**src/rtl/dmem_arb_pkg.sv**
```systemverilog
// rtl/dmem_arb_pkg.sv - shared types and default widths for the data-memory arbiter
package dmem_arb_pkg;

  localparam int DMEM_ADDR_W = 64;
  localparam int DMEM_DATA_W = 64;

  typedef enum logic [1:0] {
    IDLE  = 2'd0,
    ISSUE = 2'd1,
    DATA  = 2'd2
  } stateT;

  typedef enum logic {
    GNT_CPU = 1'b0,
    GNT_DBG = 1'b1
  } grantT;

endpackage

```
**src/rtl/dmem_arb_pick.sv**
```systemverilog
// rtl/dmem_arb_pick.sv - two-way requester picker; DMEM_ARB_RR_EN selects round-robin,
// otherwise fixed CPU priority.
module dmem_arb_pick
  import dmem_arb_pkg::*;
(
  input  logic  req_cpu,
  input  logic  req_dbg,
  input  grantT last_grant,
  output grantT grant
);

`ifdef DMEM_ARB_RR_EN
  always_comb begin
    grant = GNT_CPU;
    if (req_cpu && req_dbg) begin
      grant = (last_grant == GNT_CPU) ? GNT_DBG : GNT_CPU;
    end else if (req_dbg) begin
      grant = GNT_DBG;
    end
  end
`else
  // Fixed priority has no use for history; the port stays for a uniform interface.
  logic unusedLastGrant;
  assign unusedLastGrant = (last_grant == GNT_DBG);

  always_comb begin
    grant = GNT_CPU;
    if (!req_cpu && req_dbg) begin
      grant = GNT_DBG;
    end
  end
`endif

endmodule

```
**src/rtl/dmem_arbiter.sv**
```systemverilog
// rtl/dmem_arbiter.sv - shares the data-memory port between CPU and debug with stall
// insertion; DMEM_ARB_RR_EN enables round-robin arbitration.
module dmem_arbiter
  import dmem_arb_pkg::*;
#(
  parameter int ADDR_W = DMEM_ADDR_W,
  parameter int DATA_W = DMEM_DATA_W
) (
  input  logic              clk,
  input  logic              rst,
  input  logic [ADDR_W-1:0] cpu_addr,
  input  logic [DATA_W-1:0] cpu_wdata,
  input  logic              cpu_we,
  input  logic              cpu_re,
  output logic [DATA_W-1:0] cpu_rdata,
  output logic              cpu_stall,
  input  logic              dbg_req,
  input  logic              dbg_we,
  input  logic [ADDR_W-1:0] dbg_addr,
  input  logic [DATA_W-1:0] dbg_wdata,
  output logic              dbg_ack,
  output logic [DATA_W-1:0] dbg_rdata,
  output logic [ADDR_W-1:0] mem_addr,
  output logic [DATA_W-1:0] mem_wdata,
  output logic              mem_we,
  output logic              mem_re,
  input  logic [DATA_W-1:0] mem_rdata
);

  stateT             state;
  grantT             grant;
  grantT             pickGrant;
  grantT             lastGrant;
  logic              opWrite;
  logic [ADDR_W-1:0] reqAddr;
  logic [DATA_W-1:0] reqWdata;
  logic [DATA_W-1:0] cpuHold;
  logic [DATA_W-1:0] dbgHold;
  logic              cpuPend;
  logic              dbgPend;
  logic              anyPend;
  logic              issueCyc;
  logic              dataCyc;
  logic              doneCyc;
  logic              cpuDone;
  logic              dbgDone;
  logic              cpuData;
  logic              dbgData;

  assign cpuPend  = cpu_re | cpu_we;
  assign dbgPend  = dbg_req;
  assign anyPend  = cpuPend | dbgPend;
  assign issueCyc = (state == ISSUE);
  assign dataCyc  = (state == DATA);
  assign doneCyc  = (issueCyc && opWrite) || dataCyc;
  assign cpuDone  = doneCyc && (grant == GNT_CPU);
  assign dbgDone  = doneCyc && (grant == GNT_DBG);
  assign cpuData  = dataCyc && (grant == GNT_CPU);
  assign dbgData  = dataCyc && (grant == GNT_DBG);

  dmem_arb_pick uPick (
    .req_cpu    (cpuPend),
    .req_dbg    (dbgPend),
    .last_grant (lastGrant),
    .grant      (pickGrant)
  );

  always_ff @(posedge clk) begin
    if (rst) begin
      state    <= IDLE;
      grant    <= GNT_CPU;
      opWrite  <= 1'b0;
      reqAddr  <= '0;
      reqWdata <= '0;
    end else begin
      unique case (state)
        IDLE: begin
          if (anyPend) begin
            state <= ISSUE;
            grant <= pickGrant;
            if (pickGrant == GNT_DBG) begin
              opWrite  <= dbg_we;
              reqAddr  <= dbg_addr;
              reqWdata <= dbg_wdata;
            end else begin
              // re and we together resolve to a write
              opWrite  <= cpu_we;
              reqAddr  <= cpu_addr;
              reqWdata <= cpu_wdata;
            end
          end
        end
        ISSUE:   state <= opWrite ? IDLE : DATA;
        DATA:    state <= IDLE;
        default: state <= IDLE;
      endcase
    end
  end

`ifdef DMEM_ARB_RR_EN
  always_ff @(posedge clk) begin
    if (rst) begin
      lastGrant <= GNT_DBG;
    end else if ((state == IDLE) && anyPend) begin
      lastGrant <= pickGrant;
    end
  end
`else
  assign lastGrant = GNT_DBG;
`endif

  always_ff @(posedge clk) begin
    if (rst) begin
      cpuHold <= '0;
      dbgHold <= '0;
    end else begin
      if (cpuData) cpuHold <= mem_rdata;
      if (dbgData) dbgHold <= mem_rdata;
    end
  end

  // Everything is gated by rst so a mid-access reset goes quiet immediately.
  assign mem_addr  = (!rst && issueCyc) ? reqAddr : '0;
  assign mem_wdata = (!rst && issueCyc) ? reqWdata : '0;
  assign mem_we    = !rst && issueCyc && opWrite;
  assign mem_re    = !rst && issueCyc && !opWrite;
  assign cpu_stall = !rst && cpuPend && !cpuDone;
  assign dbg_ack   = !rst && dbgDone;
  assign cpu_rdata = rst ? '0 : (cpuData ? mem_rdata : cpuHold);
  assign dbg_rdata = rst ? '0 : (dbgData ? mem_rdata : dbgHold);

endmodule

```
**config.mk**
```make
export PLATFORM = sky130hd
export DESIGN_NAME = dmem_arbiter
export DESIGN_NICKNAME = d
export VERILOG_FILES = /design/src/rtl/dmem_arb_pkg.sv /design/src/rtl/dmem_arb_pick.sv /design/src/rtl/dmem_arbiter.sv
export SDC_FILE = /design/constraint.sdc
export NUM_CORES = 1
export LEC_CHECK = 0
export CAP_MARGIN = 20
export CELL_PAD_IN_SITES_DETAIL_PLACEMENT = 0
export CELL_PAD_IN_SITES_GLOBAL_PLACEMENT = 1
export CORE_AREA = 5 5 223 225
export CTS_CLUSTER_DIAMETER = 120
export DETAILED_ROUTE_END_ITERATION = 8
export DIE_AREA = 0 0 228 230
export GPL_TIMING_DRIVEN = 1
export MAX_ROUTING_LAYER = met4
export PLACE_DENSITY_LB_ADDON = 0.15
export SYNTH_ARGS = -nofsm -noshare
export SYNTH_HDL_FRONTEND = slang
export SYNTH_SLANG_ARGS = --single-unit
export TNS_END_PERCENT = 1
```
**constraint.sdc**
```tcl
create_clock -name clk -period 1.85 [get_ports clk]
set_input_delay 0.37 -clock clk [delete_from_list [all_inputs] [get_ports clk]]
set_output_delay 0.37 -clock clk [all_outputs]
set_load 0.05 [all_outputs]
```
# == Word-level counts from Yosys, hierarchy flattened ==
# Index checks and enable logic that the tools add are counted.
# word_totals
register_bits,260
output_inout_bits,260
# op_classes
n_eq_ne,3
n_mux,13
bitwise_logic,3
n_reduce_logical,19
# op_table
operator,count
64-bit 2-to-1 mux,8
1-bit logical AND,12
1-bit zero test,4
2-bit 2-to-1 mux,2
2-bit case mux with 2 select lines,1
2-bit by 1-bit equality test with 1-bit output (second input constant),1
2-bit equality test (second input constant),1
2-bit zero test,1
1-bit 2-to-1 mux,2
2-bit inequality test (second input constant),1
1-bit OR,2
2-bit AND reduction,1
1-bit logical OR,1
1-bit NOT,1

# == Longest topological paths before layout ==
# Gate-level depths: netlist of run 1.
# depth
ltp_word,6
depth_mapped,7
mapped_depth_nobuf,3

# == Hierarchy ==
# From an unflattened synthesis of run 1, not the netlist that was laid out.
# hier_totals
hier_cells,1314
area_unflattened_um2,11747.5
# modules_own_cells
mod,n_inst,cells_per_inst,area_per_inst_um2
dmem_arbiter,1,1313,11733.8
dmem_arb_pick,1,1,13.8

# == Worst setup path after synthesis of run 1 ==
# Ideal clock, no wire load.
# synth_path
path_kind,input -> output
start,input rst
end,output mem_re
arrival_time_ns,2.283
required_time_ns,1.480
slack_ns,-0.803
path_stages,3
n_path_buf,2
path_cell_list,clkbuf_1 clkbuf_1 nor4_1
# synth_between
elab_chain_len,3
# synth_rtl
item,line,source
start: declaration,dmem_arbiter.sv:10,"input logic rst,"
1-bit zero test,dmem_arbiter.sv:126,assign mem_re = !rst && issueCyc && !opWrite;
1-bit logical AND (2 in a row),dmem_arbiter.sv:126,
end: declaration,dmem_arbiter.sv:26,"output logic mem_re,"
# No other way between the ends.

# == Worst setup path in the final report of run 1 ==
# layout_path
start,register state[0]
end,output cpu_rdata[41]
# layout_between
elab_chain_len,4
# layout_rtl
item,line,source
start: declaration,dmem_arbiter.sv:30,stateT state;
start signal: assignment,dmem_arbiter.sv:93,ISSUE: state <= opWrite ? IDLE : DATA;
2-bit equality test,dmem_arbiter.sv:54,assign dataCyc = (state == DATA);
1-bit logical AND,dmem_arbiter.sv:58,assign cpuData = dataCyc && (grant == GNT_CPU);
64-bit 2-to-1 mux (2 in a row),-,
end: declaration,dmem_arbiter.sv:15,"output logic [DATA_W-1:0] cpu_rdata,"
# No other way between the ends.

==> results of run 1 <==
## area by class of cell
| class | instances | area (sq um) |
|---|---|---|
| clock buffer | 56 | 1090 |
| fill | 4399 | 23600 |
| multi-input combinational | 1040 | 7000 |
| antenna | 18 | 45.0 |
| sequential | 260 | 5210 |
| clock inverter | 5 | 75.1 |
| inverter | 7 | 28.8 |
| tap | 615 | 769 |
| timing repair buffer | 717 | 9550 |
## per-layer routing
metal,vias up,share of wire (%)
met3,87,7.9
met2,442,49
met1,6341,40
met5,-,0
li1,6327,-
met4,0,3.1
## state kept, by name, summed over array words and instances, names as in the netlist
signal,count
reqWdata,64
cpuHold,64
dbgHold,64
grant,1
state,2
opWrite,1
reqAddr,64
## per-stage QoR
| step | power (mW) | instance area [sq um] | util (%) |
|---|---|---|---|
| 3_3_place_gp | 10.3 | 21100 | 44.7 |
| 6_report | 17.4 | 23800 | 50.2 |
| 2_1_floorplan | 8.38 | 12100 | - |
| 4_1_cts | 17.6 | 23400 | 49.5 |
| 3_5_place_dp | 10.4 | 21100 | 44.7 |
| 5_1_grt | 18.2 | 23800 | 50.2 |
## report_power, final
part | total, mW | internal [mW] | switching (mW)
clock | 6.86 | 4.28 | 2.58
combinational | 4.33 | 2.11 | 2.22
sequential | 6.23 | 6.02 | 0.215
## critical path, cell delays in order (launching register included)
cell	delay, ns
dfxtp_4	0.38
nor3b_4	0.21
buf_6	0.17
clkbuf_16	0.17
buf_12	0.11
nand2_1	0.06
a21oi_2	0.19
buf_6	0.19
## placed cells by master, fill, tap and decap left out, drive strengths merged
cell           synthesis  routed
diode                  0      18
a211oi                 2       2
a21o                   1       1
nand3                124     124
nor4                   2       2
clkinv                 0       3
or2                    1       1
and3b                  2       2
a21oi                254     254
inv                    7       7
and2                 130     130
nand2                379     379
nor3                   2       2
nand3b                 1       1
nor2                   3       3
o21a                   1       1
clkdlybuf4s50          0     323
bufinv                 0       2
clkbuf               121      60
nor3b                  2       2
dfxtp                260     260
nor2b                  1       1
a311oi               123     123
or3                    1       1
a31oi                  5       5
o221a                  5       5
buf                   34     390
or3b                   1       1
## how the worst max path moves through the flow
stage | slack [ns] | endpoint | cells after the start | startpoint
floorplan | -0.56 | cpu_rdata[10] | 6 | state[1]
global placement | -0.34 | reqAddr[50] | 5 | cpu_re
detailed placement | -0.38 | reqAddr[54] | 5 | cpu_re
CTS | -0.59 | cpu_rdata[41] | 7 | state[0]
global route | -0.62 | cpu_rdata[18] | 7 | state[1]
finish | -0.54 | cpu_rdata[41] | 7 | state[0]
## cell usage after synthesis, drive strengths merged
cell | count | area (sq um)
clkbuf | 121 | 454
a21o | 1 | 7.51
nor4 | 2 | 12.5
nor3b | 2 | 15.0
o221a | 5 | 56.3
a31oi | 5 | 31.3
o21a | 1 | 7.51
nor3 | 2 | 10.0
or3b | 1 | 8.76
or3 | 1 | 6.26
and3b | 2 | 17.5
a211oi | 2 | 15.0
and2 | 130 | 816
nand3b | 1 | 7.51
a311oi | 123 | 1760
buf | 34 | 249
nor2b | 1 | 6.26
nand3 | 124 | 621
nand2 | 379 | 1420
or2 | 1 | 6.26
a21oi | 254 | 1270
dfxtp | 260 | 5200
nor2 | 3 | 16.3
inv | 7 | 26.3
## what timing repair did
| action | CTS | global route |
|---|---|---|
| endpoints found under the setup margin | 260 | 260 |
| gates cloned | 3 | 4 |
| pin swaps | 91 | 54 |
| buffers inserted | 3 | 7 |
| resized for setup | 315 | 52 |
## cell families after synthesis
kind of cell,after synthesis
compound gates,391
buf+inv,162
flops,260
simple gates,649
==> flow_summary.ini, run 1 <==
[outcome]
run_status = finished with violations
violated_checks = negative setup slack

[die]
num_rows = 80
fp.dieH_um = 230
ios = 586
die_area_sq_um = 52400
floorplan.core_area_sq_um = 47300
die_x_um = 228
start_util_pct = 25.4

[timing]
finalHoldViolCount = 0
finClkSkew_ns = 0.0105
final_min_period_over_clock_period_pct = 129
fin_tns_setup_ns = -111.92
slew_at_the_pin_closest_to_its_max_slew_limit_ns = 0.682
grt_setup_unrepaired = yes
finalWorstPathRequiredPeriod_ns = 2.39
slew-limit-headroom_pct = 54.5
final-setup-viol-count = 260
holdWs_ns = 0.166
max_clock_freq_mhz = 419
timing_max_transition_violations_final = 0
post-route-worst-setup-slack_ns = -0.539

[global_routing]
pin_count_of_the_biggest_net_entering_global_routing = 88
grt_pass1_wl_um = 86200
grtUsageMet3_pct = 7.38
globalRouteMet2Util_pct = 35.2
vias_in_the_first_global_route = 13500
globalRouteOverflowTotal = 0
groute.usage.overall_pct = 21.5
grt_antenna_before_repair = 16
global_route.peak_usage_layer = met2
met1_capacity_usage_during_global_routing_pct = 24.7

[flow_run]
drv_cap = 0

[cells_and_area]
final-instance-count-excl-fill = 2718
area.growth.synth_to_final_pct = 97.2
final_layout_size_suffix_gt1_share_pct = 39.9
fin_nets = 2386

[routing]
post-route-drc-count = 0
remaining_antenna_violation_count_after_routing = 0
totalWireLength_um = 59300
detail_route.wl_per_cell_um = 21.8
via_count = 13200
avgViaCountPerCell = 4.86
drt-initial-drc-count = 614
drt_first_pass_iters = 5

[power_and_ir_drop]
p_per_area_nw_per_um2 = 733
vdd_ir_drop_max_uv = 551
static-leakage-power_nw = 8.76

[place]
gp_congestion = 0.833
post-dp-hpwl_um = 41900
placedCellCount = 2623
number_of_i_o_port_buffers = 585
post_placement_setup_slack_ns = -0.382

[critical_path]
timing.critical_path.to_type = primary output
timing.critical_path.from_type = register
worst-r2r-setup-slack_ns = 0.13
reg2regPathDepth = 5
path_max_fanout = 6
critical_path.reg2reg.endpoint = reqAddr[54]
worst-endpoint-arrival_ns = 2.02
worst_ep_required_time_ns = 1.48
worst_r2r_startpoint = state[0]
timing_worst_setup_path_type = register to primary output

[logic_synthesis]
synth-xor-area-share_pct = 0
post_synth_num_cell_types = 30
synthCells = 1462
synthesis.area_sq_um = 12000
synth_compound_gate_area_share_pct = 26.1
synth.net_count = 1788
synth.ff_latch_count = 260
synth.yosys.warnings = 0
synthMuxAreaShare_pct = 0
largest_family_of_logic_cells_by_synthesized_area = compound AO/OA/AOI/OAI gates
syn_avg_cell_area_sq_um = 8.24
yosys.area_share.adder_pct = 0
synth_sequential_area_ratio_pct = 43.2
synth-simple-area-share_pct = 24.6

[clocking]
cts.reportedPaths.clkPinSlew_ns = 0.05
tritoncts_num_sinks = 260
cts_hold_repair.buffers = 0
cts_root_buffer = clkbuf_16
worstSkewPairLatency_ns = 0.53
cts-htree-levels = 2
cts_buffer_depth = 3
tritoncts = done
cts_made_buffers = 34

[hold_path]
timing.hold.worst_endpoint = state[0]
path_class_of_the_lowest_slack_min_delay_path = primary input to register
worst_hold_startpoint = rst
whs_path_depth = 3
Note: power is estimated with default switching activity, not from simulation.
==> inputs of run 2 (changes only) <==
Clock period 1.85 ns to 2.2 ns, I/O delays scaled along.
==> run 2 against run 1 <==
Net effect: the flow still finishes with violations (negative setup slack); clock power decreased by 19%; register-to-register slack improved by 0.16 ns; critical endpoint is now cpu_rdata[2]; first-iteration DRC count increased by 0.33%; core utilization decreased by 0.21 points; critical path type unchanged; cell count decreased by 1.8%; power decreased by 17%; combinational power decreased by 16%; clock skew increased by 0.012 ns; count of clock-buffer cells in the layout decreased by 4; worst hold slack improved by 0.17 ns.
==> flow_summary.ini, run 2 (synthesis gave the netlist of run 1 again) <==
[power_and_ir_drop]
share_of_power_burned_in_the_clock_network_pct = 38.4
vdd_ir_drop_max_uv = 424
p_per_area_nw_per_um2 = 610
power.share.switching_pct = 29.4
netSwitchingPower_mw = 4.25
static-leakage-power_nw = 8.54
intPower_mw = 10.2
p_seq_share_pct = 36.3
combPwrFrac_pct = 25.3

[clocking]
cts.reportedPaths.clkPinSlew_ns = 0.06
cts-htree-levels = 2
cts_made_buffers = 34
worstSkewPairLatency_ns = 0.53
tritoncts_num_sinks = 260
cts_root_buffer = clkbuf_16
tritoncts = done
cts_buffer_depth = 3

[critical_path]
timing_worst_setup_path_type = register to primary output
timing.critical_path.from_type = register
timing.critical_path.to_type = primary output
worst_ep_required_time_ns = 1.76
path_max_fanout = 8
worst-endpoint-arrival_ns = 2.01

[global_routing]
pin_count_of_the_biggest_net_entering_global_routing = 127
grt_antenna_before_repair = 12
globalRouteOverflowTotal = 0
grt_pass1_wl_um = 89800
vias_in_the_first_global_route = 13800
groute.usage.overall_pct = 22.7

[cells_and_area]
num-fill-cells = 4377
final_cell_mix = nand2_1 (365), clkdlybuf4s50_1 (323), dfxtp_1 (257), buf_12 (230), a21oi_1 (125)
most_frequent_standard_cell_in_the_layout_excluding_fill_and_tap_cells = nand2_1
design_area_sq_um = 23700
area.growth.synth_to_final_pct = 96.4
fin_util_pct = 50.0
final_layout_size_suffix_gt1_share_pct = 37.7
fin_nets = 2346

[place]
gp_congestion = 0.810
number_of_i_o_port_buffers = 585
detailed_place.area_sq_um = 20600
post-dp-hpwl_um = 40300

[flow_run]
drv_cap = 0

[outcome]
run_status = finished with violations
violated_checks = negative setup slack

[die]
num_rows = 80
start_util_pct = 25.4
die_area_sq_um = 52400
floorplan.core_area_sq_um = 47300
ios = 586
die_x_um = 228
fp.dieH_um = 230

[routing]
via_count = 13100
remaining_antenna_violation_count_after_routing = 0
post-route-drc-count = 0
totalWireLength_um = 61200
drt-initial-drc-count = 616
drt_first_pass_iters = 5
detail_route.wl_per_cell_um = 22.9
avgViaCountPerCell = 4.91

[timing]
final-setup-viol-count = 259
max_clock_freq_mhz = 408
finalWorstPathRequiredPeriod_ns = 2.45
final_min_period_over_clock_period_pct = 111
post-route-worst-setup-slack_ns = -0.253
slew-limit-headroom_pct = 52.0
slew_at_the_pin_closest_to_its_max_slew_limit_ns = 0.720
timing_max_transition_violations_final = 0
finalHoldViolCount = 0
finClkSkew_ns = 0.0221
grt_setup_unrepaired = yes

[hold_path]
path_class_of_the_lowest_slack_min_delay_path = primary input to register
[run 2: cell types whose count changed in the layout (fill, tap and decap cells not counted), moves of 12 or more]
cell     before  now
buf_6        83   65
and2_1        8   28
a21oi_4       5   23
and2_4      122  102
nand2_1     347  365
buf_16        2   14
buf_4        69   35
nand2_2      32   11
a21oi_1     145  125
[run 2: power by group through the flow]
| stage | sequential (mW) | clock (mW) | combinational [mW] |
|---|---|---|---|
| after floorplan | 5.26 | 0 | 1.78 |
| after detailed placement | 5.31 | 0 | 3.32 |
| after CTS | 5.23 | 5.72 | 3.63 |
| after global placement | 5.30 | 0 | 3.29 |
| final | 5.24 | 5.55 | 3.65 |
| after global routing | 5.27 | 5.93 | 3.86 |
[run 2: worst max-delay path, stage by stage (launching register included)]
cell,delay (ns)
dfxtp_4,0.38
nor3b_4,0.21
buf_6,0.14
buf_12,0.16
buf_8,0.14
nand2_1,0.07
a21oi_2,0.18
buf_6,0.19
[run 2: final cells by class]
class	count	area, sq um	share of cell area (%)
timing repair buffer	677	9410	39.7
multi-input combinational	1040	7130	30.1
clock inverter	5	78.8	0.333
inverter	7	26.3	0.111
tap	615	769	3.25
sequential	260	5210	22.0
antenna	12	30.0	0.127
clock buffer	52	1010	4.27
[run 2: per-stage QoR]
stage               worst slack [ns]  power, mW  instances  TNS [ns]  hold WS [ns]
global route                  -0.350       15.1       2668    -72.35         0.342
detailed placement           -0.0607       8.62       2563    -0.291         0.452
finish                        -0.253       14.4       2668    -46.52         0.339
floorplan                     -0.302       7.05       1462    -42.64         0.471
CTS                           -0.279       14.6       2648    -60.31         0.318
global placement              0.0176       8.59       2563         0         0.448
[run 2: per-layer routing]
layer	GRT usage [%]	vias to the layer above	share of wire, %
met5	-	-	0
met4	6.62	0	2.9
met3	8.68	85	8.8
met2	38.1	451	50
met1	25.2	6331	39
li1	-	6227	-
[run 2: what timing repair did]
action / in CTS / in global routing
setup endpoints to repair: 259 / 259
endpoints found under the hold margin: 0 / 0
pin swaps: 95 / 41
resized for setup: 333 / 39
setup buffers: 15 / 6
gates cloned: 13 / 2
hold buffers: 0 / 0
[run 2: worst paths after layout]
check | start | endpoint | slack (ns) | cells after the start
max | state[1] | cpu_rdata[2] | -0.25 | 7
min | rst | state[0] | 0.34 | 3
max reg2reg | state[1] | reqWdata[11] | 0.29 | 6
min reg2reg | cpuHold[19] | cpuHold[19] | 0.47 | 2
==> inputs of run 3 (changes only) <==
Settings changed: GPL_TIMING_DRIVEN 1 to unset.
==> results of run 3 <==
Same layout as run 2: the final DEF is identical, and so are final timing and power.
